===== src/rtl/pipe_defs_pkg.sv =====
// Shared pipeline definitions: register-number width and EX operand-mux select codes.
package pipe_defs;

  localparam int REG_W = 5;

  localparam logic [1:0] FWD_RF  = 2'b00;
  localparam logic [1:0] FWD_MEM = 2'b01;
  localparam logic [1:0] FWD_WB  = 2'b10;

  localparam logic [REG_W-1:0] REG_ZERO = 5'd0;

endpackage


===== src/rtl/muldiv_busy_ctr.sv =====
// Mul/div occupancy timer: down-counter loaded on each start, busy while nonzero.
module muldiv_busy_ctr #(
  parameter int MULT_CYCLES = 4,
  parameter int DIV_CYCLES  = 32,
  parameter int CNT_W       = 6
) (
  input  logic clk,
  input  logic rst,
  input  logic start,
  input  logic div,
  output logic busy
);

  localparam logic [CNT_W-1:0] MULT_LD = CNT_W'(MULT_CYCLES);
  localparam logic [CNT_W-1:0] DIV_LD  = CNT_W'(DIV_CYCLES);

  logic [CNT_W-1:0] cnt;

  // A new start reloads even when busy, so restart wins over the decrement.
  always_ff @(posedge clk) begin
    if (rst) begin
      cnt <= '0;
    end else if (start) begin
      cnt <= div ? DIV_LD : MULT_LD;
    end else if (cnt != '0) begin
      cnt <= cnt - 1'b1;
    end
  end

  assign busy = (cnt != '0);

endmodule


===== src/rtl/hazard_fwd_ctrl.sv =====
// EX operand forwarding selects plus load-use / mul-div stall control.
// Optional stall-cycle performance counter built only with HAZARD_PERF_EN defined.
module hazard_fwd_ctrl
  import pipe_defs::*;
#(
  parameter int MULT_CYCLES = 4,
  parameter int DIV_CYCLES  = 32,
  parameter int CNT_W       = 6
) (
  input  logic             clk,
  input  logic             rst,
  input  logic [REG_W-1:0] id_rs,
  input  logic [REG_W-1:0] id_rt,
  input  logic             id_use_rs,
  input  logic             id_use_rt,
  input  logic             id_hilo_rd,
  input  logic             id_md,
  input  logic [REG_W-1:0] ex_rs,
  input  logic [REG_W-1:0] ex_rt,
  input  logic [REG_W-1:0] ex_rd,
  input  logic             ex_regwrite,
  input  logic             ex_memread,
  input  logic             ex_md_start,
  input  logic             ex_md_div,
  input  logic [REG_W-1:0] mem_rd,
  input  logic [REG_W-1:0] wb_rd,
  input  logic             mem_regwrite,
  input  logic             wb_regwrite,
  output logic [1:0]       fwd_a_sel,
  output logic [1:0]       fwd_b_sel,
  output logic             stall,
  output logic             bubble,
  output logic             md_busy
`ifdef HAZARD_PERF_EN
  ,
  output logic [31:0]      perf_stall_cnt
`endif
);

  logic busy_raw;
  logic lu;
  logic mdh;
  logic hz;
  logic mem_a, mem_b, wb_a, wb_b;
  logic unused_regwrite;

  // Load-use only cares that EX is a load; its regwrite flag adds nothing here.
  assign unused_regwrite = ex_regwrite;

  muldiv_busy_ctr #(
    .MULT_CYCLES (MULT_CYCLES),
    .DIV_CYCLES  (DIV_CYCLES),
    .CNT_W       (CNT_W)
  ) u_busy_ctr (
    .clk   (clk),
    .rst   (rst),
    .start (ex_md_start),
    .div   (ex_md_div),
    .busy  (busy_raw)
  );

  always_comb begin
    md_busy = busy_raw & ~rst;

    lu  = ex_memread && (ex_rd != REG_ZERO) &&
          ((id_use_rs && (ex_rd == id_rs)) || (id_use_rt && (ex_rd == id_rt)));
    mdh = (id_hilo_rd || id_md) && (md_busy || ex_md_start);
    hz  = (lu || mdh) && !rst;

    stall  = hz;
    bubble = hz;

    mem_a = mem_regwrite && (mem_rd != REG_ZERO) && (mem_rd == ex_rs);
    mem_b = mem_regwrite && (mem_rd != REG_ZERO) && (mem_rd == ex_rt);
    wb_a  = wb_regwrite  && (wb_rd  != REG_ZERO) && (wb_rd  == ex_rs);
    wb_b  = wb_regwrite  && (wb_rd  != REG_ZERO) && (wb_rd  == ex_rt);

    fwd_a_sel = FWD_RF;
    fwd_b_sel = FWD_RF;
    if (!rst) begin
      if (mem_a)     fwd_a_sel = FWD_MEM;
      else if (wb_a) fwd_a_sel = FWD_WB;
      if (mem_b)     fwd_b_sel = FWD_MEM;
      else if (wb_b) fwd_b_sel = FWD_WB;
    end
  end

`ifdef HAZARD_PERF_EN
  always_ff @(posedge clk) begin
    if (rst) begin
      perf_stall_cnt <= '0;
    end else if (hz && (perf_stall_cnt != 32'hFFFF_FFFF)) begin
      perf_stall_cnt <= perf_stall_cnt + 32'd1;
    end
  end
`endif

endmodule


===== config.mk =====
export PLATFORM = sky130hd
export DESIGN_NAME = hazard_fwd_ctrl
export DESIGN_NICKNAME = d
export VERILOG_FILES = /design/src/rtl/pipe_defs_pkg.sv /design/src/rtl/muldiv_busy_ctr.sv /design/src/rtl/hazard_fwd_ctrl.sv
export SDC_FILE = /design/constraint.sdc
export NUM_CORES = 1
export LEC_CHECK = 0
export CAP_MARGIN = 15
export CELL_PAD_IN_SITES_DETAIL_PLACEMENT = 0
export CELL_PAD_IN_SITES_GLOBAL_PLACEMENT = 1
export CORE_AREA = 2 2 61 63
export CTS_CLUSTER_DIAMETER = 150
export DETAILED_ROUTE_END_ITERATION = 8
export DIE_AREA = 0 0 63 65
export GPL_ROUTABILITY_DRIVEN = 0
export PLACE_DENSITY = 0.74
export SLEW_MARGIN = 20
export SYNTH_ARGS = -nofsm -noshare
export SYNTH_HDL_FRONTEND = slang
export SYNTH_SLANG_ARGS = --single-unit

===== constraint.sdc =====
create_clock -name clk -period 2.2 [get_ports clk]
set_input_delay 0.44 -clock clk [delete_from_list [all_inputs] [get_ports clk]]
set_output_delay 0.44 -clock clk [all_outputs]
set_load 0.02 [all_outputs]

==> results.md <==
Outcome:
- The flow ran to the end, but the final reports show violations.
- The checks that failed: setup timing.

Global routing:
- Entering global routing, the biggest net connects 12 pins.
- The number of antenna violations at the first check in global routing is 0.
- The total overflow left after global routing is 0.
- The via count of the first global-routing pass is 980.
- Global routing consumed, over all layers together, between 10% and 20% of the routing resources.
- The first global-routing pass estimated 4291 microns of wire.

Route:
- Once detail routing completed, the nets flagged for antenna violations numbered 0.
- Wires add up to 2687 microns.
- Dividing the detail-routed via count by the number of cells gives around 4.3.
- The final route contains 939 vias.
- The final routed DRC violation total is 0.
- The first detailed-routing pass ran for 4 iterations.
- In the final routed layout, each cell accounts on average for about 12 microns.
- In this run, the number of DRC markers left after iteration 0 of detailed routing was 80.

Critical path:
- The critical path is of the in -> out type.
- In this run the critical register-to-register path is captured at u_busy_ctr.cnt[5].
- The maximum fanout along the worst path is 2.
- The worst-case register-to-register setup slack is between 0.6 and 0.7 ns.
- STA puts the critical path data arrival time at 1.79 ns.
- STA classifies the critical path startpoint as an input port.
- The worst register-to-register path has a depth of 4.
- In this run the critical register-to-register path is launched from u_busy_ctr.cnt[0].
- The critical path ends at fwd_b_sel[1].
- The launching element of the worst setup path is wb_rd[3].
- STA classifies the critical path endpoint as a primary output.
- At the worst endpoint, the required time is ~1.8 ns.

Floorplanning:
- In this run the count of I/O pins placed on the die edge is 54.
- The core outline area is ~3500 sq um.
- The number of rows in the core area is 22.
- Measured along the x axis, the die boundary spans approximately 63 microns.
- The die span in y is 65 microns.
- The die covers 4095 sq um.
- The initial core utilization is a little over a fifth.

STA:
- The worst path uses 101.2% of the clock period.
- The number of endpoints with negative hold slack in the final report came to 0.
- The count of final max-slew check failures came to 0.
- Setup violations remaining at the end of the flow were counted as 2.
- For this run, the top clock speed supported by timing is 449.3 MHz.
- The setup slack after layout is -0.02545 ns.
- The worst hold slack after final layout is between 0.5 and 0.6 ns.
- Across the routed clock network, the largest skew measured is about 0.0047 ns.
- The worst pin sits at a relative slew slack of 79.56%.
- Setup repair after global routing could not meet its margin everywhere.
- Summed over all failing endpoints, the final setup total negative slack is -0.02761 ns.
- For the finished layout, the period the worst path requires is 2.225 ns.
- At the pin with the least slew margin, the transition time is 0.2989 ns.

Clock tree:
- TritonCTS built the clock tree.
- For the worst-skew pair, the clock arrives at the later sink with an insertion delay of 0.26 ns.
- Counting the buffers created by CTS gives 3.
- After clock tree synthesis, the clock-pin slew on the worst setup and hold paths is 0.05 ns.
- The clock passes through at most 2 buffers.
- The CTS sink count is 6.
- CTS placed an instance of clkbuf_4 at the clock tree root.
- In this run the number of H-tree levels came out at 1.

Yosys:
- The number of distinct library cells after synthesis is 30.
- The sequential fraction of the synthesis area is between 10% and 20%.
- Averaged over all synthesized cells, the footprint is approximately 7.9 sq um.
- The number of nets in the synthesized netlist is roughly 150.
- The yosys synthesis warning count is 0.
- The gate count after technology mapping is 96.
- In this run the cell area of the synthesized design comes to roughly 760 sq um.
- The number of synthesized register bits is 6.
- In the synthesized netlist the dominant register cell turns out to be dfxtp_1.
- Counting flops with an async set or reset pin after synthesis yields a share of 0%.
- The number of flops mapped to enable cells by yosys is 0.

Power and ir drop:
- In this run the static leakage power is about 0.00071 uW.
- The power consumption is 656.4 uW.
- The maximum VDD drop is 0.1534 mV.
- The total power per unit cell area is around 420 nW/um^2.

Cells and area:
- The net count of the finished layout is ~220.
- In the final layout, the registers with the most flip-flops are u_busy_ctr.cnt (6).
- The repair_antennas step left the layout with diodes totalling 0.
- The sequential cells in the finished layout cover a total of between 100 and 150 sq um.
- The layout overhead on the synthesized area is 105.8%.
- More flip-flops sit in one register than any other, and that register is u_busy_ctr.cnt.
- Leaving out fill and tap cells, the most frequent cell in the layout is buf_4.
- Of the cells placed in the final design, the portion with a size suffix greater than 1 is between 30% and 40%.
- The final core utilization is 44.70%.
- In the layout the commonest cells are buf_4, xor2_1, xnor2_1.
- The register with the most flip-flops in the layout has 6 of them.
- The area occupied by multi-input gates is around 700 sq um.
- Fill cells in the final layout number between 300 and 400.

Placed design:
- The half-perimeter wire length after placement is roughly 2200 microns.
- At the placement stage, the worst setup path has a slack of -0.8944 ns.
- The number of port buffers is 52.

Worst hold path:
- The min-delay analysis places its worst path in the category reg -> reg.

Run:
- The count of maximum capacitance violations is 0.
-- timing repair --
item,in CTS,in global routing
hold buffers,0,0
endpoints found under the setup margin,7,6
resized for setup,110,24
pin swaps,12,9
hold endpoints to repair,0,0
buffers inserted,1,1
-- layout make-up --
cell class	count	area share [%]
Inverter	2	0.4804
Timing Repair Buffer	75	42.11
Sequential cell	6	7.686
Clock buffer	3	1.441
Multi-Input combinational cell	84	44.44
Tap cell	48	3.843
-- cell families after synthesis --
| group | after synthesis | share of synthesized area (%) |
|---|---|---|
| AND/OR/NAND/NOR | 38 | 28.50 |
| flip-flops | 6 | 15.82 |
| AO/OA/AOI/OAI | 11 | 10.87 |
| XOR/XNOR | 33 | 38.06 |
| buffers and inverters | 6 | 3.460 |
| adder cells (fa/ha/maj) | 2 | 3.294 |
-- where the power goes --
part / switching (uW) / internal [uW] / leakage [uW]
clock network: 49.3 / 62.3 / 0.0000138
registers: 18.2 / 129 / 0.0000493
logic: 181 / 216 / 0.000646
total: 249 / 408 / 0.000709
-- through the flow --
step,cell area (sq um),instances
after floorplan,772.0,96
after global placement,1491,213
after detailed placement,1491,213
after CTS,1509,217
after global routing,1563,218
final,1563,218
-- per-layer routing --
metal	GRT usage (%)	vias up	wire length, microns
li1	-	489	-
met1	15.51	421	1102
met2	23.27	24	1456
met3	3.125	5	105
met4	4.167	0	22
met5	0	-	0
-- worst min path at each step --
stage | to | from | depth (start not counted)
floorplan | u_busy_ctr.cnt[3] | u_busy_ctr.cnt[3] | 2
CTS | u_busy_ctr.cnt[3] | u_busy_ctr.cnt[3] | 2
global placement | u_busy_ctr.cnt[3] | u_busy_ctr.cnt[3] | 2
detailed placement | u_busy_ctr.cnt[3] | u_busy_ctr.cnt[3] | 2
finish | u_busy_ctr.cnt[1] | u_busy_ctr.cnt[1] | 2
global route | u_busy_ctr.cnt[3] | u_busy_ctr.cnt[3] | 2
-- critical path: stages --
cell and delay, ns:
buf_6 0.10, buf_6 0.11, xor2_1 0.13, or4_4 0.54
nor4_4 0.29, buf_4 0.18
-- synthesized netlist by cell type, types with 2 or more instances --
cell | count | area share, %
xor2_1 | 19 | 22
clkbuf_1 | 3 | 1.5
nand3_1 | 3 | 2.0
inv_1 | 2 | 0.99
nor2_1 | 6 | 3.0
dfxtp_1 | 6 | 16
nand2_1 | 5 | 2.5
ha_1 | 2 | 3.3
or4_1 | 6 | 5.9
nor4_1 | 7 | 5.8
xnor2_1 | 14 | 16
nor3_1 | 3 | 2.0
nor2b_1 | 2 | 1.6
o21ai_0 | 2 | 1.3
No activity file was read; power rests on OpenSTA's default activity.
